===== config.mk =====
export PLATFORM = sky130hd
export DESIGN_NAME = mdio_arbiter
export DESIGN_NICKNAME = d
export VERILOG_FILES = /design/src/rtl/mdio_arbiter.sv
export SDC_FILE = /design/constraint.sdc
export NUM_CORES = 1
export LEC_CHECK = 0
export CAP_MARGIN = 15
export CORE_MARGIN = 5
export CORE_UTILIZATION = 45
export DETAILED_ROUTE_END_ITERATION = 8
export GPL_TIMING_DRIVEN = 0
export HOLD_SLACK_MARGIN = 0.05
export PLACE_DENSITY_LB_ADDON = 0.12
export SKIP_LAST_GASP = 1
export SYNTH_ARGS = -nofsm -noshare
export SYNTH_HDL_FRONTEND = slang
export SYNTH_SLANG_ARGS = --single-unit

===== constraint.sdc =====
create_clock -name clk -period 2.1 [get_ports clk]
set_clock_uncertainty 0.15 [all_clocks]
set_input_delay 0.315 -clock clk [delete_from_list [all_inputs] [get_ports clk]]
set_output_delay 0.315 -clock clk [all_outputs]
set_load 0.05 [all_outputs]

===== src/rtl/mdio_arbiter.sv =====
// mdio_arbiter: round-robin arbiter and Clause-22 frame sequencer for two MDIO clients
module mdio_arbiter #(
    parameter int TIMEOUT_CYC = 1024
) (
    input  logic        clk,
    input  logic        reset,
    input  logic        req0,
    input  logic        req0_rd,
    input  logic [4:0]  req0_phy,
    input  logic [4:0]  req0_reg,
    input  logic [15:0] req0_wdata,
    input  logic        req1,
    input  logic        req1_rd,
    input  logic [4:0]  req1_phy,
    input  logic [4:0]  req1_reg,
    input  logic [15:0] req1_wdata,
    output logic        ack0,
    output logic        ack1,
    output logic        done0,
    output logic        done1,
    output logic [15:0] rd_data,
    output logic        timeout_err,
    output logic [31:0] t_data,
    output logic        mdio_start,
    output logic        activado,
    input  logic        mdio_done,
    input  logic [15:0] mdio_rd_data
);
    typedef enum logic [1:0] {IDLE, WAIT, DONE} state_t;
    localparam logic [15:0] LAST = 16'(TIMEOUT_CYC - 1);
    state_t      state;
    logic        rr, cur, cur_rd, win, w_rd;
    logic [4:0]  w_phy, w_reg;
    logic [15:0] w_wdata, cnt;
    logic [31:0] frame;
    // winner select and frame build; in DONE the pointer has effectively already moved on
    always_comb begin
        win     = (req0 && req1) ? ((state == DONE) ? ~rr : rr) : req1;
        w_rd    = win ? req1_rd : req0_rd;
        w_phy   = win ? req1_phy : req0_phy;
        w_reg   = win ? req1_reg : req0_reg;
        w_wdata = win ? req1_wdata : req0_wdata;
        frame   = {2'b01, w_rd ? 2'b10 : 2'b01, w_phy, w_reg, w_rd ? 2'b00 : 2'b10, w_rd ? 16'h0000 : w_wdata};
    end
    // sequencer: grant from IDLE or straight out of DONE, wait for completion or timeout, report
    always_ff @(posedge clk or negedge reset) begin
        if (!reset) begin
            state       <= IDLE;
            rr          <= 1'b0;
            cur         <= 1'b0;
            cur_rd      <= 1'b0;
            cnt         <= 16'h0;
            ack0        <= 1'b0;
            ack1        <= 1'b0;
            done0       <= 1'b0;
            done1       <= 1'b0;
            timeout_err <= 1'b0;
            mdio_start  <= 1'b0;
            activado    <= 1'b0;
            t_data      <= 32'h0;
            rd_data     <= 16'h0;
        end else begin
            ack0        <= 1'b0;
            ack1        <= 1'b0;
            mdio_start  <= 1'b0;
            done0       <= 1'b0;
            done1       <= 1'b0;
            timeout_err <= 1'b0;
            case (state)
                IDLE, DONE: begin
                    if (state == DONE) rr <= ~rr;
                    if (req0 || req1) begin
                        state      <= WAIT;
                        ack0       <= ~win;
                        ack1       <= win;
                        cur        <= win;
                        cur_rd     <= w_rd;
                        t_data     <= frame;
                        mdio_start <= 1'b1;
                        activado   <= 1'b1;
                        cnt        <= 16'h0;
                    end else begin
                        state <= IDLE;
                    end
                end
                WAIT: begin
                    if (!mdio_start) cnt <= cnt + 16'd1;
                    if (mdio_done || cnt == LAST) begin
                        state       <= DONE;
                        activado    <= 1'b0;
                        done0       <= ~cur;
                        done1       <= cur;
                        timeout_err <= ~mdio_done;
                        rd_data     <= mdio_done ? (cur_rd ? mdio_rd_data : 16'h0000) : 16'hFFFF;
                    end
                end
                default: state <= IDLE;
            endcase
        end
    end
endmodule


==> results_dict.tcl <==
set metrics [dict create \
    die_w_um 98.0 \
    timing.max_slew.rel_slack_pct 64.1 \
    worstPathRequired_ps 2210 \
    final_util_pct 68.5 \
    worst_slack_ps 25.6 \
    path_clk_slew_ps 80 \
    yosys.area.top_type_share_pct 51.7 \
    setup.worst_path.start_class "flip-flop" \
    rr_worst_depth 4 \
    synth_simple_gate_area_share_pct 16.6 \
    power.share.clock_pct 14.6 \
    total_power_divided_by_cell_area_mw_per_mm2 1470 \
    max_slew.worst_pin.slew_ps 538 \
    synth_compound_gate_area_share_pct 19.7 \
    io-pin-count 130 \
    power.switching_w 0.00366 \
    clock-root-buffer "sky130_fd_sc_hd__clkbuf_8" \
    synthAdderAreaFrac_pct 0.359 \
    cts_num_sinks 72 \
    worst-path-buf-inv 0 \
    timing.final.setup_violations 0 \
    main_combinational_cell_family_by_area_after_synthesis "compound AO/OA/AOI/OAI gates" \
    total_leakage_power_nw 2.18 \
    totalNegativeSetupSlack_ps 0 \
    dpl_worst_slack_ps -462 \
    path_max_fanout 7 \
    initial_utilization_pct 45.6 \
    grt_overflow_total 0 \
    yosysMostFrequentCell "sky130_fd_sc_hd__dfrtp_1" \
    clk_latency_ps 330 \
    post-route-min-period_ps 2070 \
    synth_area_sq_mm 0.00349 \
    worst_path_largest_cell_delay_ps 520 \
    fmax_mhz 482 \
    crit_type "flip-flop to flip-flop" \
    timing_max_transition_violations_final 0 \
    critPathArrivalTime_ps 2180 \
    seq_area_frac_synth_pct 51.7 \
    worst_setup_path_end "cnt[9]" \
    dpl-instance-area_sq_mm 0.00490 \
    combinationalPowerShare_pct 56.7 \
    wire_per_inst_um 17.2 \
    setup.worst_path.start "state[0]" \
    synth.mux.area_fraction_pct 5.17 \
    synth_area_leader_cell "sky130_fd_sc_hd__dfrtp_1" \
    htreeDepth 3 \
    fin_area_sq_mm 0.00524 \
    post_synth_xor_area_fraction_pct 1.76 \
    post_layout_nonfiller_instances 590 \
    detail_route.iter0.violations 154 \
    ff_to_ff_end "cnt[9]" \
    grtUsageTotal_pct 20.8 \
    num_antenna_cells 0 \
    clock_tree_from_tritoncts "yes" \
    async_flop_share_pct 100 \
    layout-area-overhead-vs-synth_pct 50.3 \
    rows 32 \
    internal_power_contribution_w 0.00404 \
    grt_max_degree 41 \
    totalWireLength_mm 10.2 \
    antenna_found_initial 0 \
    detailroute.via_count 3280 \
    chipHeight_um 98.0 \
    gp_congestion 0.919 \
    fin_crit_sh_pct 98.8 \
    postSynthRegisterBits 72 \
    seq_power_share_pct 28.6 \
    synth_edf_count 0 \
    mean_instance_size_in_the_synthesized_netlist_sq_um 10.4 \
    first_pass_iters 4 \
    cp_cell_sequence "or3b_4 -> a2111o_1 -> or3_1 -> a21oi_2" \
    yosys.cell_types.count 41 \
    synth-main-ff-cell "sky130_fd_sc_hd__dfrtp_1" \
    worstSetupEndpointType "flip-flop" \
    place_inst 566 \
    first_global_vias 3317 \
    design.core.area_sq_mm 0.00765 \
    postRouteAntennaNets 0 \
    clk_path_buf_depth 2 \
    dieArea_sq_mm 0.00961 \
    outcome "finished clean" \
    rrSetupSlack_ps 30 \
    critical_path_depth 4 \
    grt_pass1_wl_mm 16.4 \
    path_delay_family "simple AND/OR/NAND/NOR gates" \
    maxCapViolations 0 \
    drive_gt1_share_pct 11.5 \
    syn_inst 336 \
    num-nets-final 559 \
    synth-warning-count 0 \
    slowest_stage "sky130_fd_sc_hd__a2111o_1" \
    ys_top_cells_by_count "sky130_fd_sc_hd__dfrtp_1 (72), sky130_fd_sc_hd__a22oi_1 (32), sky130_fd_sc_hd__nand2_1 (23)" \
    io_buffer_count 126 \
    dp_hpwl_mm 7.31 \
    numCtsBuffers 9 \
    switching_share_pct 47.6 \
    min_delay_path_class "input port to asynchronous set/reset pin" \
    setup_repair_after_global_routing_missed_its_margin "yes" \
    worst_ir_drop_vdd_uv 985 \
    route.detailed.drc 0 \
    synth_top_cells_by_area "sky130_fd_sc_hd__dfrtp_1 (52%), sky130_fd_sc_hd__a22oi_1 (6.9%), sky130_fd_sc_hd__mux2i_1 (5.2%)" \
    routed_via_density 5.56 \
    reg2reg_launch_point "state[0]" \
    hold_viol_final 0 \
]
## per-stage QoR
| stage | power [W] | hold slack [ps] |
|---|---|---|
| floorplan | 0.00498 | -131 |
| global placement | 0.00642 | 315 |
| detailed placement | 0.00648 | 146 |
| CTS | 0.00766 | 311 |
| global route | 0.00809 | 330 |
| finish | 0.00770 | 311 |
## power by group through the flow
stage	clock network, W	registers [W]	logic (W)
2_1_floorplan	0	0.00361	0.00137
3_3_place_gp	0	0.00220	0.00422
3_5_place_dp	0	0.00220	0.00428
4_1_cts	0.00116	0.00220	0.00430
5_1_grt	0.00123	0.00226	0.00460
6_report	0.00113	0.00221	0.00437
## layer usage
metal | share of wire [%] | vias to the layer above | GRT usage (%)
met1 | 44 | 1613 | 27.5
met3 | 6.3 | 10 | 7.07
met2 | 48 | 102 | 33.0
met4 | 1.4 | 0 | 5.01
li1 | - | 1555 | -
met5 | 0 | - | 0
## cell usage in the layout (no fill, tap or decap), types with 2 or more instances in the layout
master | netlist | routed
sky130_fd_sc_hd__clkdlybuf4s50_1 | 0 | 124
sky130_fd_sc_hd__dfrtp_1 | 72 | 70
sky130_fd_sc_hd__a22oi_1 | 32 | 32
sky130_fd_sc_hd__nand2_1 | 23 | 23
sky130_fd_sc_hd__nand4_1 | 18 | 18
sky130_fd_sc_hd__mux2i_1 | 18 | 18
sky130_fd_sc_hd__a2bb2oi_1 | 16 | 16
sky130_fd_sc_hd__nand3_1 | 16 | 16
sky130_fd_sc_hd__a21oi_1 | 17 | 15
sky130_fd_sc_hd__clkbuf_1 | 21 | 14
sky130_fd_sc_hd__buf_4 | 5 | 14
sky130_fd_sc_hd__nor2_1 | 16 | 13
sky130_fd_sc_hd__nor3b_1 | 12 | 12
sky130_fd_sc_hd__o2111ai_1 | 11 | 11
sky130_fd_sc_hd__clkbuf_8 | 0 | 11
sky130_fd_sc_hd__inv_1 | 8 | 8
sky130_fd_sc_hd__clkbuf_2 | 0 | 7
sky130_fd_sc_hd__o21ai_0 | 7 | 5
sky130_fd_sc_hd__nand2b_1 | 4 | 4
sky130_fd_sc_hd__nor3_1 | 4 | 4
sky130_fd_sc_hd__or3_1 | 4 | 4
sky130_fd_sc_hd__nor2_2 | 1 | 3
sky130_fd_sc_hd__xnor2_1 | 3 | 3
sky130_fd_sc_hd__xor2_1 | 4 | 3
sky130_fd_sc_hd__and2_1 | 2 | 2
sky130_fd_sc_hd__a21oi_2 | 0 | 2
sky130_fd_sc_hd__o21ai_1 | 0 | 2
sky130_fd_sc_hd__a22o_1 | 2 | 2
sky130_fd_sc_hd__conb_1 | 1 | 2
sky130_fd_sc_hd__clkinvlp_4 | 0 | 2
sky130_fd_sc_hd__clkinv_2 | 0 | 2
sky130_fd_sc_hd__dfrtp_2 | 0 | 2
## worst min path at each step
stage / from / end / slack, ps / cells past startpoint
after floorplan: reset / ack0 / -130 / 0
after global placement: t_data[30] / t_data[30] / 320 / 1
after detailed placement: reset / cnt[2] / 150 / 1
after CTS: reset / cnt[2] / 310 / 2
after global routing: reset / cnt[2] / 330 / 2
final: reset / cnt[2] / 310 / 2
## layout make-up
type / instances / area, sq um
Buffer: 29 / 145
Timing Repair Buffer: 135 / 1340
Fill cell: 607 / 2410
Sequential cell: 72 / 1800
Clock buffer: 11 / 151
Clock inverter: 5 / 55.1
Multi-Input combinational cell: 228 / 1580
Inverter: 8 / 30.0
Tap cell: 102 / 128
## worst register-to-register path: stages, from the launching register on
cell                       delay [ps]
sky130_fd_sc_hd__dfrtp_2          430
sky130_fd_sc_hd__or3b_4           410
sky130_fd_sc_hd__a2111o_1         520
sky130_fd_sc_hd__or3_1            360
sky130_fd_sc_hd__a21oi_2          140
## registers in the layout, indices dropped and copies added, names as in the netlist, 2 cells and up
signal	count
t_data	29
cnt	16
rd_data	16
state	2
## logic make-up after synthesis
group	after synthesis
simple gates	107
compound gates	93
other cells	1
fa+ha+maj	1
xor+xnor	7
flops	72
buf+inv	37
mux	18
## what timing repair did
action,CTS,global route
pin swaps,1,4
endpoints found under the setup margin,38,41
hold buffers,1,0
setup buffers,1,6
endpoints found under the hold margin,32,0
resized for setup,11,18
gates cloned,0,0
No activity file was read; power rests on OpenSTA's default activity.
